`config.mk`:
```
export PLATFORM = sky130hd
export DESIGN_NAME = alu_issue_stage_flat
export DESIGN_NICKNAME = d
export VERILOG_FILES = /design/src/rtl/alu_issue_stage_if.sv /design/src/rtl/alu_issue_stage.sv /design/src/flat_wrapper.sv
export SDC_FILE = /design/constraint.sdc
export NUM_CORES = 1
export LEC_CHECK = 0
export ABC_AREA = 1
export CAP_MARGIN = 30
export CORE_MARGIN = 2
export CORE_UTILIZATION = 40
export DETAILED_ROUTE_END_ITERATION = 7
export GPL_TIMING_DRIVEN = 1
export PLACE_DENSITY = 0.77
export SYNTH_ARGS = -nofsm -noshare
export SYNTH_HDL_FRONTEND = slang
export SYNTH_SLANG_ARGS = --single-unit
```
`constraint.sdc`:
```
create_clock -name clk_i -period 4.5 [get_ports clk_i]
set_clock_uncertainty 0.05 [all_clocks]
set_input_delay 1.125 -clock clk_i [delete_from_list [all_inputs] [get_ports clk_i]]
set_output_delay 1.125 -clock clk_i [all_outputs]
set_load 0.05 [all_outputs]
```
`src/rtl/alu_issue_stage_if.sv`:
```
// ID-to-ALU issue interface: instruction fields in, operands/op code out, plus flush and writeback.
// The master is the ID/EX side; the slave is alu_issue_stage.
`timescale 1ns/1ps
interface alu_issue_stage_if #(
  parameter int unsigned DW = 32,
  parameter int unsigned RW = 5
) ();
  logic          flush_i;
  logic          in_valid_i;
  logic          in_ready_o;
  logic [2:0]    aluop_i;
  logic [5:0]    funct_i;
  logic          alusrc_i;
  logic [RW-1:0] rs_addr_i;
  logic [RW-1:0] rt_addr_i;
  logic [DW-1:0] rs_data_i;
  logic [DW-1:0] rt_data_i;
  logic [15:0]   imm_i;
  logic          out_valid_o;
  logic          out_ready_i;
  logic [DW-1:0] aluSrc1_o;
  logic [DW-1:0] aluSrc2_o;
  logic [3:0]    ALU_operation_o;
  logic          illegal_o;
  logic          wb_we_i;
  logic [RW-1:0] wb_addr_i;
  logic [DW-1:0] wb_data_i;

  modport master (
    output flush_i, in_valid_i, aluop_i, funct_i, alusrc_i, rs_addr_i, rt_addr_i,
           rs_data_i, rt_data_i, imm_i, out_ready_i, wb_we_i, wb_addr_i, wb_data_i,
    input  in_ready_o, out_valid_o, aluSrc1_o, aluSrc2_o, ALU_operation_o, illegal_o
  );

  modport slave (
    input  flush_i, in_valid_i, aluop_i, funct_i, alusrc_i, rs_addr_i, rt_addr_i,
           rs_data_i, rt_data_i, imm_i, out_ready_i, wb_we_i, wb_addr_i, wb_data_i,
    output in_ready_o, out_valid_o, aluSrc1_o, aluSrc2_o, ALU_operation_o, illegal_o
  );
endinterface

```
`src/rtl/alu_issue_stage.sv`:
```
// ALU issue stage: decodes ALUOp/funct, selects/extends operands, buffers them in a 2-entry skid FIFO.
// Optional macro ALU_ISSUE_FWD_EN forwards writeback data onto rs/rt at capture.
`timescale 1ns/1ps
module alu_issue_stage #(
  parameter int unsigned DW = 32,
  parameter int unsigned RW = 5
) (
  input  logic               clk_i,
  input  logic               rst_n,
  alu_issue_stage_if.slave   bus
);

  localparam logic [3:0] OP_AND = 4'd0;
  localparam logic [3:0] OP_OR  = 4'd1;
  localparam logic [3:0] OP_ADD = 4'd2;
  localparam logic [3:0] OP_SUB = 4'd6;
  localparam logic [3:0] OP_SLT = 4'd7;
  localparam logic [3:0] OP_LTZ = 4'd9;
  localparam logic [3:0] OP_NOR = 4'd12;
  localparam logic [3:0] OP_ILL = 4'd15;
  localparam int unsigned EXT_W = DW - 16;

  typedef struct packed {
    logic [DW-1:0] src1;
    logic [DW-1:0] src2;
    logic [3:0]    op;
    logic          ill;
  } entry_t;

  typedef enum logic [1:0] {
    EMPTY = 2'd0,
    ONE   = 2'd1,
    FULL  = 2'd2
  } state_e;

  state_e        state_q, state_d;
  logic          head_q, head_d;
  logic          tail_q, tail_d;
  logic          out_valid_q, in_ready_q;
  entry_t        mem_q [2];
  entry_t        out_q, head_entry_d;

  logic [3:0]    op_c;
  logic          ill_c;
  logic          zext_c;
  logic [DW-1:0] imm_ext_c;
  logic [DW-1:0] rs_val_c, rt_val_c;
  entry_t        new_entry_c;
  logic          push_c, pop_c, wr_en_c;

  // Operation decode and immediate extension
  always_comb begin
    op_c   = OP_ILL;
    ill_c  = 1'b1;
    zext_c = 1'b0;
    case (bus.aluop_i)
      3'b000: begin op_c = OP_ADD; ill_c = 1'b0; end
      3'b001: begin op_c = OP_SUB; ill_c = 1'b0; end
      3'b010: begin
        case (bus.funct_i)
          6'h20: begin op_c = OP_ADD; ill_c = 1'b0; end
          6'h22: begin op_c = OP_SUB; ill_c = 1'b0; end
          6'h24: begin op_c = OP_AND; ill_c = 1'b0; end
          6'h25: begin op_c = OP_OR;  ill_c = 1'b0; end
          6'h27: begin op_c = OP_NOR; ill_c = 1'b0; end
          6'h2A: begin op_c = OP_SLT; ill_c = 1'b0; end
          default: ;
        endcase
      end
      3'b011: begin op_c = OP_SLT; ill_c = 1'b0; end
      3'b100: begin op_c = OP_LTZ; ill_c = 1'b0; end
      3'b101: begin op_c = OP_OR;  ill_c = 1'b0; zext_c = 1'b1; end
      3'b110: begin op_c = OP_AND; ill_c = 1'b0; zext_c = 1'b1; end
      default: ;
    endcase
    imm_ext_c = zext_c ? {{EXT_W{1'b0}}, bus.imm_i}
                       : {{EXT_W{bus.imm_i[15]}}, bus.imm_i};
  end

`ifdef ALU_ISSUE_FWD_EN
  // Writeback bypass onto source registers; r0 never forwards
  always_comb begin
    rs_val_c = bus.rs_data_i;
    rt_val_c = bus.rt_data_i;
    if (bus.wb_we_i && (bus.wb_addr_i != '0) && (bus.wb_addr_i == bus.rs_addr_i))
      rs_val_c = bus.wb_data_i;
    if (bus.wb_we_i && (bus.wb_addr_i != '0) && (bus.wb_addr_i == bus.rt_addr_i))
      rt_val_c = bus.wb_data_i;
  end
`else
  logic unused_fwd_c;
  assign rs_val_c    = bus.rs_data_i;
  assign rt_val_c    = bus.rt_data_i;
  assign unused_fwd_c = ^{bus.wb_we_i, bus.wb_addr_i, bus.wb_data_i,
                          bus.rs_addr_i, bus.rt_addr_i};
`endif

  always_comb begin
    new_entry_c.src1 = rs_val_c;
    new_entry_c.src2 = bus.alusrc_i ? imm_ext_c : rt_val_c;
    new_entry_c.op   = op_c;
    new_entry_c.ill  = ill_c;
  end

  assign push_c = bus.in_valid_i && in_ready_q;
  assign pop_c  = out_valid_q && bus.out_ready_i;

  // Occupancy FSM and pointer update; flush overrides push and pop
  always_comb begin
    state_d      = state_q;
    head_d       = head_q;
    tail_d       = tail_q;
    wr_en_c      = 1'b0;
    if (bus.flush_i) begin
      state_d = EMPTY;
      head_d  = 1'b0;
      tail_d  = 1'b0;
    end else begin
      wr_en_c = push_c;
      if (push_c) tail_d = ~tail_q;
      if (pop_c)  head_d = ~head_q;
      case (state_q)
        EMPTY:   if (push_c) state_d = ONE;
        ONE: begin
          if (push_c && !pop_c)      state_d = FULL;
          else if (!push_c && pop_c) state_d = EMPTY;
        end
        FULL:    if (pop_c) state_d = ONE;
        default: state_d = EMPTY;
      endcase
    end
    // Next head: a push landing in the new head slot bypasses the array
    head_entry_d = (wr_en_c && (tail_q == head_d)) ? new_entry_c : mem_q[head_d];
  end

  always_ff @(posedge clk_i or negedge rst_n) begin
    if (!rst_n) begin
      state_q     <= EMPTY;
      head_q      <= 1'b0;
      tail_q      <= 1'b0;
      out_valid_q <= 1'b0;
      in_ready_q  <= 1'b1;
      out_q       <= '0;
      mem_q[0]    <= '0;
      mem_q[1]    <= '0;
    end else begin
      state_q     <= state_d;
      head_q      <= head_d;
      tail_q      <= tail_d;
      out_valid_q <= (state_d != EMPTY);
      in_ready_q  <= (state_d != FULL);
      out_q       <= head_entry_d;
      if (wr_en_c) mem_q[tail_q] <= new_entry_c;
    end
  end

  assign bus.in_ready_o      = in_ready_q;
  assign bus.out_valid_o     = out_valid_q;
  assign bus.aluSrc1_o       = out_q.src1;
  assign bus.aluSrc2_o       = out_q.src2;
  assign bus.ALU_operation_o = out_q.op;
  assign bus.illegal_o       = out_q.ill;

endmodule

```
`src/flat_wrapper.sv`:
```
// flat-port wrapper written by rule: the top's interface ports become plain ports
module alu_issue_stage_flat 
#(
  parameter int unsigned DW = 32,
  parameter int unsigned RW = 5
)
  (clk_i, rst_n, bus_flush_i, bus_in_valid_i, bus_aluop_i, bus_funct_i, bus_alusrc_i, bus_rs_addr_i, bus_rt_addr_i, bus_rs_data_i, bus_rt_data_i, bus_imm_i, bus_out_ready_i, bus_wb_we_i, bus_wb_addr_i, bus_wb_data_i, bus_in_ready_o, bus_out_valid_o, bus_aluSrc1_o, bus_aluSrc2_o, bus_ALU_operation_o, bus_illegal_o);
  alu_issue_stage_if #(.DW(DW), .RW(RW)) bus_i ();
  input  logic clk_i;
  input  logic rst_n;
  input wire logic [$bits(bus_i.flush_i)-1:0] bus_flush_i;
  input wire logic [$bits(bus_i.in_valid_i)-1:0] bus_in_valid_i;
  input wire logic [$bits(bus_i.aluop_i)-1:0] bus_aluop_i;
  input wire logic [$bits(bus_i.funct_i)-1:0] bus_funct_i;
  input wire logic [$bits(bus_i.alusrc_i)-1:0] bus_alusrc_i;
  input wire logic [$bits(bus_i.rs_addr_i)-1:0] bus_rs_addr_i;
  input wire logic [$bits(bus_i.rt_addr_i)-1:0] bus_rt_addr_i;
  input wire logic [$bits(bus_i.rs_data_i)-1:0] bus_rs_data_i;
  input wire logic [$bits(bus_i.rt_data_i)-1:0] bus_rt_data_i;
  input wire logic [$bits(bus_i.imm_i)-1:0] bus_imm_i;
  input wire logic [$bits(bus_i.out_ready_i)-1:0] bus_out_ready_i;
  input wire logic [$bits(bus_i.wb_we_i)-1:0] bus_wb_we_i;
  input wire logic [$bits(bus_i.wb_addr_i)-1:0] bus_wb_addr_i;
  input wire logic [$bits(bus_i.wb_data_i)-1:0] bus_wb_data_i;
  output wire logic [$bits(bus_i.in_ready_o)-1:0] bus_in_ready_o;
  output wire logic [$bits(bus_i.out_valid_o)-1:0] bus_out_valid_o;
  output wire logic [$bits(bus_i.aluSrc1_o)-1:0] bus_aluSrc1_o;
  output wire logic [$bits(bus_i.aluSrc2_o)-1:0] bus_aluSrc2_o;
  output wire logic [$bits(bus_i.ALU_operation_o)-1:0] bus_ALU_operation_o;
  output wire logic [$bits(bus_i.illegal_o)-1:0] bus_illegal_o;
  assign bus_i.flush_i = bus_flush_i;
  assign bus_i.in_valid_i = bus_in_valid_i;
  assign bus_i.aluop_i = bus_aluop_i;
  assign bus_i.funct_i = bus_funct_i;
  assign bus_i.alusrc_i = bus_alusrc_i;
  assign bus_i.rs_addr_i = bus_rs_addr_i;
  assign bus_i.rt_addr_i = bus_rt_addr_i;
  assign bus_i.rs_data_i = bus_rs_data_i;
  assign bus_i.rt_data_i = bus_rt_data_i;
  assign bus_i.imm_i = bus_imm_i;
  assign bus_i.out_ready_i = bus_out_ready_i;
  assign bus_i.wb_we_i = bus_wb_we_i;
  assign bus_i.wb_addr_i = bus_wb_addr_i;
  assign bus_i.wb_data_i = bus_wb_data_i;
  assign bus_in_ready_o = bus_i.in_ready_o;
  assign bus_out_valid_o = bus_i.out_valid_o;
  assign bus_aluSrc1_o = bus_i.aluSrc1_o;
  assign bus_aluSrc2_o = bus_i.aluSrc2_o;
  assign bus_ALU_operation_o = bus_i.ALU_operation_o;
  assign bus_illegal_o = bus_i.illegal_o;
  alu_issue_stage #(.DW(DW), .RW(RW)) u_core (.clk_i(clk_i), .rst_n(rst_n), .bus(bus_i));
endmodule
```
==> flow_summary.yaml, run 1 <==
routing:
  first_iter_violations: 503
  finalWirelength_um: 21400
  wl_per_cell_um: 14.2
  vias: 7454
  drt_drc_violations_left: 0
  drtAntennaViolNets: 0
  routed_via_density: 4.94
  first_pass_iters: 4
clock_tree:
  clkSlewWorstSetupHoldPaths_ns: 0.06
  cts_tree: "yes"
  cts-root-buf: "clkbuf_16"
  numClockSinks: 213
  cts_resized: 0
  h-tree-depth: 1
  numCtsBuffers: 24
  ctsHoldBuffers: 0
  postCtsSetupBuffers: 0
  cts_buffer_depth: 3
  worstSkewPairLatency_ns: 0.50
die:
  start_util_pct: 40.6
  die-area_um2: 24000
  coreArea_um2: 22500
  rows: 55
  ioPinCount: 214
  die_h_um: 155
  die_width_um: 155
pwr:
  leakage_nw: 5.69
  p_seq_share_pct: 40.0
  swShare_pct: 36.6
  max-vdd-ir-drop_mv: 0.223
  power.switching_mw: 2.50
  p_clk_share_pct: 26.8
  power.density_nw_per_um2: 583
  p_comb_share_pct: 33.2
  p_int_mw: 4.32
synth:
  async_flop_share_pct: 100
  synthCells: 1069
  ys_top_cells_by_area: "dfrtp_1 (58%), nand2_1 (18%), o21ai_0 (6.7%)"
  yosysWarnings: 0
  synth_edf_count: 0
  synth_common_cells: "nand2_1 (427), dfrtp_1 (212), o21ai_0 (123)"
  synth.distinct_cells: 27
  yosysMostFrequentCell: "nand2_1"
  yosys_most_used_dff: "dfrtp_1"
  postSynthAreaPerCell_um2: 8.54
  synth-seq-cells: 213
  synth_top_area_cell: "dfrtp_1"
  synth_nets: 1212
  syn_area_um2: 9130
  yosysSeqAreaShare_pct: 58.4
  synth.top_cell.area_share_pct: 58.1
sta:
  grt_setup_unrepaired: "false"
  finalSetupViolCount: 0
  drv_slew: 0
  finalHoldViolCount: 0
  fin_tns_setup_ns: 0
  post-route-min-period_ns: 3.01
  tightest_slew_ns: 0.876
  finalCritPeriodShare_pct: 67.0
  fmax_mhz: 332
  relSlewSlack_pct: 41.6
placed_design:
  gp_congestion: 0.780
  port-buffer-count: 165
  postPlaceCellArea_um2: 11000
  hpwl_um: 13100
global_route:
  met1_usage_pct: 24.2
  grt_max_degree: 82
  top_usage_layer: "met2"
  grt_pass1_vias: 7550
  use_met2_pct: 30.8
  grt.total_usage_pct: 18.3
  grt_pass1_wl_um: 36300
  overflow: 0
  grt.met3_usage_pct: 3.90
  antenna_found_initial: 0
setup_path:
  arrival_ns: 1.84
  end_kind: "primary output"
  cp_top_family: "buffers and inverters"
  start_kind: "flop"
  path_class: "reg -> out"
  slowest_stage: "clkdlybuf4s50_1"
  cp_cell_sequence: "clkdlybuf4s50_1"
  max_stage_delay_ns: 0.81
  ff2ff_setup_slack_ns: 2.31
  path_max_fanout: 2
  crit_required_ns: 3.32
  path_buf_inv: 1
cells_and_area:
  fin_area_um2: 11700
  drive_above_1_share_pct: 6.20
  area_growth_pct: 28.2
  layout.nets: 1354
  diodes: 0
worst_hold_path:
  hold_path.class: "reg -> reg"
status:
  status: "finished clean"
job:
  maxCapViolCount: 0
==> per-layer routing <==
metal	vias to the layer above	part of all wire [%]
met4	0	1.6
met1	3515	44
met2	253	48
met5	-	0
li1	3654	-
met3	32	7.0
==> path summary, 6_finish.rpt <==
kind	cells past startpoint	to	start
max	1	bus_in_ready_o	u_core.bus.in_ready_o$_DFF_PN1_
min	2	u_core.mem_q[78]$_DFFE_PN0P_	u_core.mem_q[78]$_DFFE_PN0P_
max reg2reg	6	u_core.mem_q[69]$_DFFE_PN0P_	u_core.bus.in_ready_o$_DFF_PN1_
min reg2reg	2	u_core.mem_q[78]$_DFFE_PN0P_	u_core.mem_q[78]$_DFFE_PN0P_
max in group asynchronous	2	u_core.mem_q[49]$_DFFE_PN0P_	rst_n
min in group asynchronous	1	u_core.bus.aluSrc1_o[4]$_DFF_PN0_	rst_n
==> layout by cell type (no fill, tap or decap), types with 5 or more instances in the layout <==
cell type / count
clkbuf_16: 25
nand2_1: 427
o21ai_0: 123
inv_1: 82
nand3_1: 10
clkdlybuf4s50_1: 164
nor2_1: 60
mux2_2: 15
buf_4: 10
a31oi_1: 49
clkbuf_1: 5
clkbuf_8: 5
o21ai_1: 9
dfrtp_1: 212
==> through the flow <==
step | std cells | hold slack, ns | worst slack (ns) | power, mW | utilization [%]
after floorplan | 1069 | 0.399 | 2.36 | 4.23 | -
after global placement | 1470 | 0.411 | 1.18 | 4.97 | 48.7
after detailed placement | 1470 | 0.415 | 1.15 | 5.02 | 48.7
after CTS | 1510 | 0.431 | 1.46 | 6.87 | 52.0
after global routing | 1510 | 0.445 | 1.44 | 7.21 | 52.0
final | 1510 | 0.426 | 1.49 | 6.82 | 52.0
==> power by group through the flow <==
stage / Clock (mW) / Sequential (mW) / Combinational, mW
2_1_floorplan: 0 / 3.48 / 0.747
3_3_place_gp: 0 / 2.74 / 2.23
3_5_place_dp: 0 / 2.75 / 2.27
4_1_cts: 1.86 / 2.72 / 2.29
5_1_grt: 1.96 / 2.79 / 2.46
6_report: 1.83 / 2.73 / 2.27
==> cell families (layout without fill, tap and decap cells) <==
group	count (synthesis)	count (layout)	share of synthesized area [%]
flip-flops	213	213	58.4
AND/OR/NAND/NOR	508	508	21.5
AO/OA/AOI/OAI	186	186	11.1
buffers and inverters	146	302	7.10
XOR/XNOR	1	1	0.0959
multiplexers	15	15	1.85
==> final cells by class <==
cell class	instances	area, um^2
fill	2008	10800
timing repair buffer	178	1790
tap	285	357
inverter	84	315
clock buffer	34	699
sequential	213	5330
clock inverter	6	38.8
multi-input combinational	710	3170
==> flip-flops by register name, indices dropped and copies added, names as in the netlist <==
register / flops
u_core.bus.ALU_operation_o: 4
u_core.bus.aluSrc1_o: 32
u_core.bus.aluSrc2_o: 32
u_core.bus.illegal_o: 1
u_core.bus.in_ready_o: 1
u_core.bus.out_valid_o: 1
u_core.head_q: 1
u_core.mem_q: 138
u_core.state_q: 2
u_core.tail_q: 1
Power figures use the tool's default switching activity.
==> run 2: changes to the inputs <==
==> constraint.sdc (replaced) <==
create_clock -name clk_i -period 2.9 [get_ports clk_i]
set_clock_uncertainty 0.05 [all_clocks]
set_input_delay 0.725 -clock clk_i [delete_from_list [all_inputs] [get_ports clk_i]]
set_output_delay 0.725 -clock clk_i [all_outputs]
set_load 0.05 [all_outputs]
==> run 2 against run 1 <==
Against the previous run:
- worst hold slack lost 0.27 ns
- total power increased by 58%
- die area did not move
- count of clock-buffer cells in the layout unchanged
- register-to-register slack got worse by 1.3 ns
- sequential power increased by 55%
- wire length down 0.13%
- largest power group unchanged
- clock power up 62%
- via count is 0.32% higher
- core utilization rose by 0.89 points
- largest cell class unchanged
- combinational power increased by 58%
- critical endpoint unchanged
==> flow_summary.yaml, run 2 (synthesis results as in run 1) <==
status:
  status: "finished clean"
die:
  rows: 55
  die_h_um: 155
  start_util_pct: 40.6
  coreArea_um2: 22500
  die-area_um2: 24000
  ioPinCount: 214
  die_width_um: 155
setup_path:
  r2r-start: "u_core.bus.in_ready_o$_DFF_PN1_"
  arrival_ns: 1.87
  slowest_stage: "clkdlybuf4s50_1"
  max_stage_delay_ns: 0.82
  crit_cells: 1
  r2r_cells: 7
  start_kind: "flop"
  path_max_fanout: 2
  ff2ff_setup_slack_ns: 0.97
  crit_required_ns: 2.12
  path_buf_inv: 1
  cp_cell_sequence: "clkdlybuf4s50_1"
  cp_top_family: "buffers and inverters"
  rr_endpoint: "u_core.bus.aluSrc2_o[26]$_DFF_PN0_"
  end_kind: "primary output"
  path_class: "reg -> out"
clock_tree:
  numClockSinks: 213
  clkSlewWorstSetupHoldPaths_ns: 0.06
  postCtsSetupBuffers: 0
  worstSkewPairLatency_ns: 0.51
  h-tree-depth: 1
  cts-root-buf: "clkbuf_16"
  cts_buffer_depth: 3
  numCtsBuffers: 23
  ctsHoldBuffers: 0
  cts_tree: "yes"
  cts_resized: 0
worst_hold_path:
  hold_path.class: "in -> async"
routing:
  first_iter_violations: 453
  routed_via_density: 4.90
  drt_drc_violations_left: 0
  first_pass_iters: 5
  vias: 7478
  finalWirelength_um: 21400
  wl_per_cell_um: 14.0
  drtAntennaViolNets: 0
placed_design:
  postPlaceCellArea_um2: 11100
  dp_cells: 1483
  hpwl_um: 13600
  port-buffer-count: 165
  gp_congestion: 0.804
cells_and_area:
  layout_common_cells: "nand2_1 (427), dfrtp_1 (212), clkdlybuf4s50_1 (164), o21ai_0 (123), inv_1 (82)"
  layout.nets: 1366
  area_growth_pct: 30.4
  top_register: "u_core.mem_q"
  multi_input_area_um2: 3170
  finish.utilization_pct: 52.9
  fill_cells: 1967
  final_common_cell: "nand2_1"
  drive_above_1_share_pct: 7.10
  largest_reg_flops: 138
  fin_area_um2: 11900
  seqCellArea_um2: 5330
  layout.cells.non_filler: 1525
  diodes: 0
sta:
  relSlewSlack_pct: 59.1
  finalCritPeriodShare_pct: 91.1
  drv_slew: 0
  finalHoldViolCount: 0
  finalSetupViolCount: 0
  fmax_mhz: 378
  grt_setup_unrepaired: "false"
  tightest_slew_ns: 0.613
  fin_tns_setup_ns: 0
  post-route-min-period_ns: 2.64
  timing.hold.ws_ns: 0.158
job:
  maxCapViolCount: 0
global_route:
  grt_pass1_wl_um: 36100
  overflow: 0
  grt.total_usage_pct: 18.2
  grt_max_degree: 68
  antenna_found_initial: 1
  grt_pass1_vias: 7320
pwr:
  power.density_nw_per_um2: 905
  max-vdd-ir-drop_mv: 0.336
  leakage_nw: 5.80
-- run 2: changes by cell type in the layout (fill, tap and decap cells not counted), sizes merged --
cell,previous run,this run
clkinv,3,4
clkinvlp,2,0
bufinv,0,3
buf,13,26
-- run 2: area by class of cell --
| class | instances | share of cell area, % |
|---|---|---|
| Clock buffer | 34 | 5.43 |
| Clock inverter | 8 | 0.998 |
| Inverter | 84 | 2.65 |
| Timing Repair Buffer | 191 | 16.5 |
| Tap cell | 285 | 3.00 |
| Multi-Input combinational cell | 710 | 26.7 |
| Sequential cell | 213 | 44.8 |
-- run 2: metal layers --
metal | routed length, um | share of wire (%) | GRT usage, % | up-vias
li1 | - | - | - | 3677
met1 | 9330 | 44 | 24.5 | 3547
met2 | 10200 | 47 | 30.3 | 224
met3 | 1590 | 7.4 | 4.21 | 30
met4 | 340 | 1.6 | 4.19 | 0
met5 | 0 | 0 | 0 | -
-- run 2: metrics by stage --
step                      total power [mW]  worst slack, ns
final                                 10.8            0.257
after global routing                  11.4            0.207
after CTS                             10.9            0.231
after detailed placement              7.87            0.266
after global placement                7.77            0.337
after floorplan                       6.56             1.16
-- run 2: report_power, final --
| part | internal (mW) | switching (mW) | leakage (nW) |
|---|---|---|---|
| clock network | 1.81 | 1.15 | 0.377 |
| logic | 1.26 | 2.33 | 2.77 |
| registers | 3.83 | 0.386 | 2.65 |
| total | 6.90 | 3.87 | 5.80 |
-- run 2: worst max path at each step --
stage / start / endpoint / slack [ns]
6_report: u_core.bus.in_ready_o$_DFF_PN1_ / bus_in_ready_o / 0.26
5_1_grt: u_core.bus.in_ready_o$_DFF_PN1_ / bus_in_ready_o / 0.21
4_1_cts: u_core.bus.in_ready_o$_DFF_PN1_ / bus_in_ready_o / 0.23
3_5_place_dp: bus_out_ready_i / u_core.bus.aluSrc1_o[21]$_DFF_PN0_ / 0.27
3_3_place_gp: bus_out_ready_i / u_core.bus.aluSrc1_o[20]$_DFF_PN0_ / 0.34
2_1_floorplan: bus_alusrc_i / u_core.bus.aluSrc2_o[10]$_DFF_PN0_ / 1.16
